===== config.mk =====
export PLATFORM = sky130hd
export DESIGN_NAME = range_avg
export DESIGN_NICKNAME = d
export VERILOG_FILES = /design/src/rtl/range_avg_pkg.sv /design/src/rtl/range_avg_rise.sv /design/src/rtl/range_avg.sv
export SDC_FILE = /design/constraint.sdc
export NUM_CORES = 1
export LEC_CHECK = 0
export BUFFER_PORTS_ARGS = -buffer_cell sky130_fd_sc_hd__clkbuf_2
export CAP_MARGIN = 20
export CELL_PAD_IN_SITES_DETAIL_PLACEMENT = 1
export CELL_PAD_IN_SITES_GLOBAL_PLACEMENT = 2
export CORE_ASPECT_RATIO = 0.9
export CORE_MARGIN = 8
export CORE_UTILIZATION = 39
export CTS_CLUSTER_DIAMETER = 50
export DETAILED_ROUTE_END_ITERATION = 12
export GPL_ROUTABILITY_DRIVEN = 0
export HOLD_SLACK_MARGIN = 0.15
export PLACE_DENSITY = 0.92
export SETUP_SLACK_MARGIN = 0.02
export SYNTH_ARGS = -nofsm -noshare
export SYNTH_HDL_FRONTEND = slang
export SYNTH_SLANG_ARGS = --single-unit

===== constraint.sdc =====
create_clock -name clk50M -period 5.7 [get_ports clk50M]
set_clock_uncertainty 0.15 [all_clocks]
set_input_delay 1.14 -clock clk50M [delete_from_list [all_inputs] [get_ports clk50M]]
set_output_delay 1.14 -clock clk50M [all_outputs]
set_load 0.01 [all_outputs]

===== src/rtl/range_avg_pkg.sv =====
// Shared constants and state type for the ultrasonic range averager.
package range_avg_pkg;

  typedef enum logic [1:0] {
    IDLE    = 2'd0,
    COLLECT = 2'd1,
    EMIT    = 2'd2
  } state_t;

  localparam int unsigned MIN_LEN_DEF = 116;    // 2 cm
  localparam int unsigned MAX_LEN_DEF = 23200;  // 4 m
  localparam int unsigned US_PER_CM   = 58;

endpackage


===== src/rtl/range_avg_rise.sv =====
// Rising-edge detector; the previous-value register resets to RST_VAL.
module rise_det #(
  parameter logic RST_VAL = 1'b1
) (
  input  logic clk50M,
  input  logic rst,
  input  logic sig,
  output logic pulse
);

  logic prev;

  always_ff @(posedge clk50M or posedge rst) begin
    if (rst) prev <= RST_VAL;
    else     prev <= sig;
  end

  assign pulse = sig & ~prev;

endmodule


===== src/rtl/range_avg.sv =====
// Averages 2^AVG_LOG2 in-range echo lengths; aborts with err after MAX_REJ consecutive rejects.
module range_avg
  import range_avg_pkg::*;
#(
  parameter int unsigned CAP_LEN  = 16,
  parameter int unsigned AVG_LOG2 = 2,
  parameter int unsigned MIN_LEN  = MIN_LEN_DEF,
  parameter int unsigned MAX_LEN  = MAX_LEN_DEF,
  parameter int unsigned MAX_REJ  = 3
) (
  input  logic               clk50M,
  input  logic               rst,
  input  logic               en,
  input  logic               done_in,
  input  logic [CAP_LEN-1:0] len_in,
  output logic               trig_en,
  output logic [CAP_LEN-1:0] avg_len,
  output logic               valid,
  output logic               err
);

  localparam int unsigned ACC_W = CAP_LEN + AVG_LOG2;
  localparam int unsigned GC_W  = AVG_LOG2 + 1;
  localparam int unsigned RC_W  = (MAX_REJ < 1) ? 1 : $clog2(MAX_REJ + 1);

  localparam logic [CAP_LEN-1:0] LEN_LO  = CAP_LEN'(MIN_LEN);
  localparam logic [CAP_LEN-1:0] LEN_HI  = CAP_LEN'(MAX_LEN);
  localparam logic [GC_W-1:0]    N_SAMP  = GC_W'(1 << AVG_LOG2);
  localparam logic [GC_W-1:0]    GC_ONE  = GC_W'(1);
  localparam logic [RC_W-1:0]    REJ_LIM = RC_W'(MAX_REJ);
  localparam logic [RC_W-1:0]    RC_ONE  = RC_W'(1);

  state_t             state, state_d;
  logic [ACC_W-1:0]   acc, acc_d;
  logic [GC_W-1:0]    good_cnt, good_d;
  logic [RC_W-1:0]    rej_cnt, rej_d;
  logic [CAP_LEN-1:0] avg_d;
  logic               err_d, valid_d, trig_d;
  logic               sample;
  logic               in_range;

  rise_det #(.RST_VAL(1'b1)) u_rise (
    .clk50M (clk50M),
    .rst    (rst),
    .sig    (done_in),
    .pulse  (sample)
  );

  assign in_range = (len_in >= LEN_LO) && (len_in <= LEN_HI);

  always_ff @(posedge clk50M or posedge rst) begin
    if (rst) begin
      state    <= IDLE;
      acc      <= '0;
      good_cnt <= '0;
      rej_cnt  <= '0;
      avg_len  <= '0;
      err      <= 1'b0;
      valid    <= 1'b0;
      trig_en  <= 1'b0;
    end else begin
      state    <= state_d;
      acc      <= acc_d;
      good_cnt <= good_d;
      rej_cnt  <= rej_d;
      avg_len  <= avg_d;
      err      <= err_d;
      valid    <= valid_d;
      trig_en  <= trig_d;
    end
  end

  // Completion is tested on the registered counts, so the result appears the
  // cycle after the finishing sample; dropping en takes priority and discards.
  always_comb begin
    state_d = state;
    acc_d   = acc;
    good_d  = good_cnt;
    rej_d   = rej_cnt;
    avg_d   = avg_len;
    err_d   = err;
    valid_d = 1'b0;
    case (state)
      IDLE: begin
        if (en) begin
          state_d = COLLECT;
          acc_d   = '0;
          good_d  = '0;
          rej_d   = '0;
        end
      end
      COLLECT: begin
        if (!en) begin
          state_d = IDLE;
          acc_d   = '0;
          good_d  = '0;
          rej_d   = '0;
        end else if (good_cnt == N_SAMP) begin
          state_d = EMIT;
          valid_d = 1'b1;
          err_d   = 1'b0;
          avg_d   = acc[ACC_W-1:AVG_LOG2];
        end else if (rej_cnt == REJ_LIM) begin
          state_d = EMIT;
          valid_d = 1'b1;
          err_d   = 1'b1;
          avg_d   = '1;
        end else if (sample) begin
          if (in_range) begin
            acc_d  = acc + ACC_W'(len_in);
            good_d = good_cnt + GC_ONE;
            rej_d  = '0;
          end else begin
            rej_d  = rej_cnt + RC_ONE;
          end
        end
      end
      EMIT: begin
        state_d = en ? COLLECT : IDLE;
        acc_d   = '0;
        good_d  = '0;
        rej_d   = '0;
      end
      default: state_d = IDLE;
    endcase
    trig_d = (state_d == COLLECT);
  end

endmodule


==> metrics, run 1 <==
die footprint=9960 µm²; initial antenna violation count=0; drt drc=0; H-Tree Level Count=2; clock buffer count from CTS=5; TritonCTS clock tree=built; top-count cell post-synth=dfrtp_1; initial core utilization=39.5%; Die Ht=95.5 µm; ys async rst share=100%; Total GRT Usage=16.0%; Tcrit/Tclk final=56.7%; Hold-fix buffers, CTS=0; Via Count=2309; top cell type's share of synthesized area=40.2%; startpoint class of the critical path=primary input; top cell type by total area after synthesis=dfrtp_1; post-CTS setup buffers=0; Die X=104 µm; max layer used=met4; CP Cell Sequence=clkbuf_2 > nand3b_2 > nor2_1 > buf_4 > nor3_1 > o211a_1 > nor3b_1 > a211o_2; Yosys reg bits=45; CTS Sinks=45; diode count=0; M1 WL=3600 µm; final WL=7680 µm; P_leak=1.55 nW; CTS Root Cell=clkbuf_8; Post-synth EDFFs=0; cell family with most CP delay=simple AND/OR/NAND/NOR gates; Synthesized Nets=314; hold path start=err; Pwr per Cell Area=255 nW/µm²; Hold Violations, Final=0; Post-CTS Resized=0; Initial DRC Count=80; GR Overflow Total=0; CTS clk-pin slew, worst paths=0.09 ns; Max stage delay cell, worst path=nor2_1; result of the run=finished clean; max_slew headroom=49.1%; crit path DAT=3.27 ns; met3 wire length=331 µm; Area Overhead vs Synth=14.6%; Crit Path Class=in -> reg; via-per-instance ratio=5.72; Filler Cell Count=804; CP startpoint=en; Post-Syn Area per Cell=10.0 µm²; Worst-Margin Slew=0.761 ns; Max Slew Vio Count=0; IO Port Bufs=38; fmax=0.309 GHz; Ys Warns=0; # IOs=39; Yosys cell types=57; crit path max fanout=14; reg2reg start=state[1]; nets=350; cell area after synthesis=2740 µm²; largest net degree at the start of global routing=46; WL/cell=19.0 µm; Worst EP required=5.74 ns; clk_lat worst skew=0.30 ns; top cells by area, synth=dfrtp_1 40%, ha_1 8.7%, o22a_1 5.1%, a21oi_1 3.8%, nand2_1 3.2%; WHS=0.349 ns; post-route minimum period=3.23 ns; worst min path class=reg -> reg; setup total negative slack=0 ns; met2 wire length=3660 µm; Post-DRT Antenna Nets=0; Peak VDD IR=0.106 mV; top cells by count, synth=44 x dfrtp_1, 23 x nand2_1, 21 x a21oi_1, 19 x ha_1, 16 x o22a_1; core area=6930 µm²; ys flop type=dfrtp_1; final setup violation count=0; post-synthesis sequential area ratio=41.2%; RSZ-0062 raised after global routing=no; crit end category=flop; Site Rows=29; max_cap viols=0; max incr delay on CP=0.53 ns; Buf/Inv on CP=2; Clock Path Buffers=2; Final HPWL DP=5980 µm; vias in the first global route=2512; share of post-route cells with drive strength above 1=23.5%; Pre-antenna DRT Iters=4; cells after synthesis=274; first-pass GRT wire length=12900 µm
[worst reg2reg max path: cells and delay by family (launching register included)]
| family | cells | cell delay, ns |
|---|---|---|
| flip-flops | 1 | 0.43 |
| buffers and inverters | 1 | 0.31 |
| AO/OA/AOI/OAI | 2 | 0.62 |
| AND/OR/NAND/NOR | 4 | 1.19 |
[where the power goes]
group	switching, mW	internal [mW]	leakage [nW]	total [mW]
clock network	0.113	0.143	0.0574	0.255
registers	0.0178	0.346	0.612	0.364
logic	0.104	0.0779	0.880	0.182
[cells in the final DEF (no fill, tap or decap), drive strengths merged, types with 6 or more instances in the layout]
cell type,count
o22a,16
ha,19
nand2,23
nor2,11
nand2b,7
o21ai,16
dfrtp,44
a22o,8
a21o,7
clkbuf,44
a21oi,22
xor2,6
nor3,6
inv,11
mux2i,6
[cells by family (layout without fill, tap and decap cells)]
kind of cell	count (synthesis)	count (layout)	share of synthesized area, %
AND/OR/NAND/NOR	71	71	13.6
flip-flops	45	45	41.2
AO/OA/AOI/OAI	96	96	25.4
XOR/XNOR	11	11	3.52
buffers and inverters	22	59	3.47
multiplexers	9	9	3.43
adder cells (fa/ha/maj)	20	20	9.41
[final cells by class]
type / instances / area [µm²] / area share [%]
Multi-Input combinational cell: 207 / 1520 / 48.3
Inverter: 11 / 41.3 / 1.32
Timing Repair Buffer: 40 / 218 / 6.94
Tap cell: 93 / 116 / 3.71
Clock inverter: 2 / 37.5 / 1.20
Sequential cell: 45 / 1130 / 35.9
Clock buffer: 6 / 82.6 / 2.63
[through the flow]
stage	setup slack (ns)	utilization, %	power, mW	instance area [µm²]	instances
floorplan	2.51	-	0.488	2740	274
global placement	2.22	43.3	0.545	3000	395
detailed placement	2.09	43.3	0.552	3000	395
CTS	2.42	45.0	0.812	3120	403
global route	2.23	45.3	0.847	3140	404
finish	2.47	45.3	0.802	3140	404
[path summary, 6_finish.rpt]
check | endpoint | cells past startpoint | slack [ns]
setup / recovery | acc[16] | 8 | 2.47
hold / removal | err | 1 | 0.35
setup reg to reg | acc[16] | 7 | 2.88
hold reg to reg | err | 1 | 0.35
max in group asynchronous | acc[0] | 3 | 4.41
min in group asynchronous | trig_en | 2 | 0.55
[registers in the layout, summed over array words and instances (netlist names)]
signal / flops
valid: 1
trig_en: 1
acc: 18
avg_len: 16
u_rise.prev: 1
good_cnt: 3
state: 2
err: 1
rej_cnt: 2
[layer usage]
layer	global-route usage, %	vias up
li1	-	1093
met1	20.2	1169
met2	27.3	40
met3	3.92	7
met4	3.73	0
met5	0	-
Power figures use the tool's default switching activity.
==> run 2: changes to the inputs <==
--- a/config.mk
+++ b/config.mk
@@ -11,12 +11,12 @@
 export CELL_PAD_IN_SITES_GLOBAL_PLACEMENT = 2
 export CORE_ASPECT_RATIO = 0.9
 export CORE_MARGIN = 8
-export CORE_UTILIZATION = 39
+export CORE_UTILIZATION = 33
 export CTS_CLUSTER_DIAMETER = 50
 export DETAILED_ROUTE_END_ITERATION = 12
 export GPL_ROUTABILITY_DRIVEN = 0
 export HOLD_SLACK_MARGIN = 0.15
-export PLACE_DENSITY = 0.92
+export PLACE_DENSITY = 0.83
 export SETUP_SLACK_MARGIN = 0.02
 export SYNTH_ARGS = -nofsm -noshare
 export SYNTH_HDL_FRONTEND = slang
==> constraint.sdc (replaced) <==
create_clock -name clk50M -period 2.7 [get_ports clk50M]
set_clock_uncertainty 0.15 [all_clocks]
set_input_delay 0.54 -clock clk50M [delete_from_list [all_inputs] [get_ports clk50M]]
set_output_delay 0.54 -clock clk50M [all_outputs]
set_load 0.01 [all_outputs]
==> run 2 against run 1 <==
Wire length increased by 0.82%. Clock power increased by 65%. Sequential power increased by 110%. Sequential cell count unchanged. Die area increased by 15%. Critical path depth increased by 1. Global-route usage decreased by 1.7 points. Via count increased by 3.9%. Cell area increased by 4.9%. Worst setup slack got worse by 2.3 ns. Total power increased by 100%.
==> metrics, run 2 (synthesized netlist as in run 1, its figures left out) <==
core area=8070 µm² (+16%); P_leak=1.64 nW (+6.1%); IO Port Bufs=38 (unchanged); crit path max fanout=2 (-12); Die X=112 µm (+7.4%); largest net degree at the start of global routing=46 (unchanged); final setup violation count=0 (unchanged); commonest cells after routing, fill and taps aside=44 x dfrtp_1, 38 x clkbuf_2, 23 x nand2_1, 23 x buf_4, 21 x a21oi_1; CP Cell Sequence=ha_1 > inv_1 > fa_1 > nand2b_1 > a21oi_1 > o21ai_0 > o31a_1 > and3_1 > a211o_2; Pwr per Cell Area=487 nW/µm² (+91%); post-route minimum period=2.53 ns; Clock Path Buffers=2 (unchanged); post-CTS setup buffers=0 (unchanged); clk_lat worst skew=0.30 ns (about the same); Worst EP required=2.74 ns (-3.00 ns); Max stage delay cell, worst path=fa_1; Tcrit/Tclk final=93.9%; critical path depth in cells=9 (+1); fmax=0.395 GHz; Filler Cell Count=937 (+17%); vias in the first global route=2554 (+1.7%); Hold Violations, Final=0 (unchanged); nets=373 (+6.6%); share of post-route cells with drive strength above 1=28.1% (+4.7 points); Peak VDD IR=0.200 mV (+89%); Largest register FFs=18 (unchanged); Post-DRT Antenna Nets=0 (unchanged); final WL=7750 µm (+0.82%); top flop regs=acc: 18 flops, avg_len: 16 flops, good_cnt: 3 flops; Post-Route Utilization=40.8% (-4.5 points); result of the run=finished clean; Via Count=2399 (+3.9%); post-route cell area=3290 µm² (+4.9%); initial antenna violation count=0 (unchanged); CTS Root Cell=clkbuf_8; Total GRT Usage=14.4% (-1.7 points); routing usage on met3=2.84% (-1.1 points); Worst-Margin Slew=0.435 ns (-0.326 ns); GR peak layer=met2; max incr delay on CP=0.38 ns (-0.15 ns); diode count=0 (unchanged); # IOs=39 (unchanged); RSZ-0062 raised after global routing=no; Crit Path Class=reg -> reg; CTS Sinks=45 (unchanged); via-per-instance ratio=5.54 (-3.1%); GR Layer Usage met2=23.0% (-4.3 points); first-pass GRT wire length=13200 µm (+2.3%); most common cell after layout, fill and taps aside=dfrtp_1; Site Rows=31 (+6.9%); initial core utilization=33.9% (-5.6 points); crit path DAT=2.58 ns (-0.69 ns); Max Slew Vio Count=0 (unchanged); GR Util met1=19.2% (-1.1 points); TritonCTS clock tree=built; Pre-antenna DRT Iters=4 (unchanged); drt drc=0 (unchanged); H-Tree Level Count=2 (unchanged); clock buffer count from CTS=5 (unchanged); max_slew headroom=70.6% (+21 points); GR Overflow Total=0 (unchanged); max_cap viols=0 (unchanged); worst min path class=in -> reg; Buf/Inv on CP=1 (-1); Die Ht=102 µm (+7.3%); crit end category=flop; Most flops, register=acc; die footprint=11500 µm² (+15%); Hold Path Depth=1 (unchanged); Final HPWL DP=6130 µm (+2.5%); area of the multi-input gates=1520 µm² (+0.41%); FF/Latch Area=1130 µm² (unchanged); Area Overhead vs Synth=20.2%; CTS clk-pin slew, worst paths=0.09 ns (about the same); Initial DRC Count=54 (-33%); cell family with most CP delay=compound AO/OA/AOI/OAI gates; setup total negative slack=0 ns (unchanged); Register-to-Register Path Depth=9 (+2); WL/cell=17.9 µm (-5.9%); startpoint class of the critical path=flop; cell area after placement=3190 µm² (+6.4%)
[run 2: power breakdown]
part	switching, mW	internal [mW]	leakage [nW]
combinational	0.226	0.188	0.993
sequential	0.0375	0.731	0.612
clock	0.238	0.184	0.0385
total	0.502	1.10	1.64
[run 2: per-stage QoR]
stage / cells / total power, mW / setup WS [ns] / hold slack (ns)
6_report: 433 / 1.60 / 0.166 / 0.179
5_1_grt: 433 / 1.70 / 0.0555 / 0.165
4_1_cts: 433 / 1.62 / 0.135 / 0.172
3_5_place_dp: 424 / 1.20 / -0.121 / 0.347
3_3_place_gp: 424 / 1.18 / -0.131 / 0.321
2_1_floorplan: 274 / 1.03 / 0.105 / 0.301
[run 2: worst paths after layout]
path	from	endpoint	slack (ns)
max	acc[0]	acc[16]	0.17
min	done_in	u_rise.prev	0.18
max reg2reg	acc[0]	acc[16]	0.17
min reg2reg	err	err	0.35
max in group asynchronous	rst	u_rise.prev	1.47
min in group asynchronous	rst	trig_en	0.65
[run 2: routing by layer]
layer  share of wire [%]  vias to the layer above
met2                  44                       45
met5                   0                        -
met4                 1.4                        0
met3                 3.8                       10
met1                  51                     1199
li1                    -                     1145
[run 2: area by class of cell]
type                    instances  area share, %
multi-input cells             207           46.3
inverters                      11           1.25
clock buffers                   7           2.32
clock inverters                 1          0.228
repair buffers                 63           11.9
well taps                      99           3.76
flip-flops and latches         45           34.2
[run 2: what timing repair did]
action | in CTS | in global routing
hold endpoints to repair | 44 | 0
hold buffers | 1 | 0
gates resized for setup | 0 | 1
endpoints found under the setup margin | 0 | 2
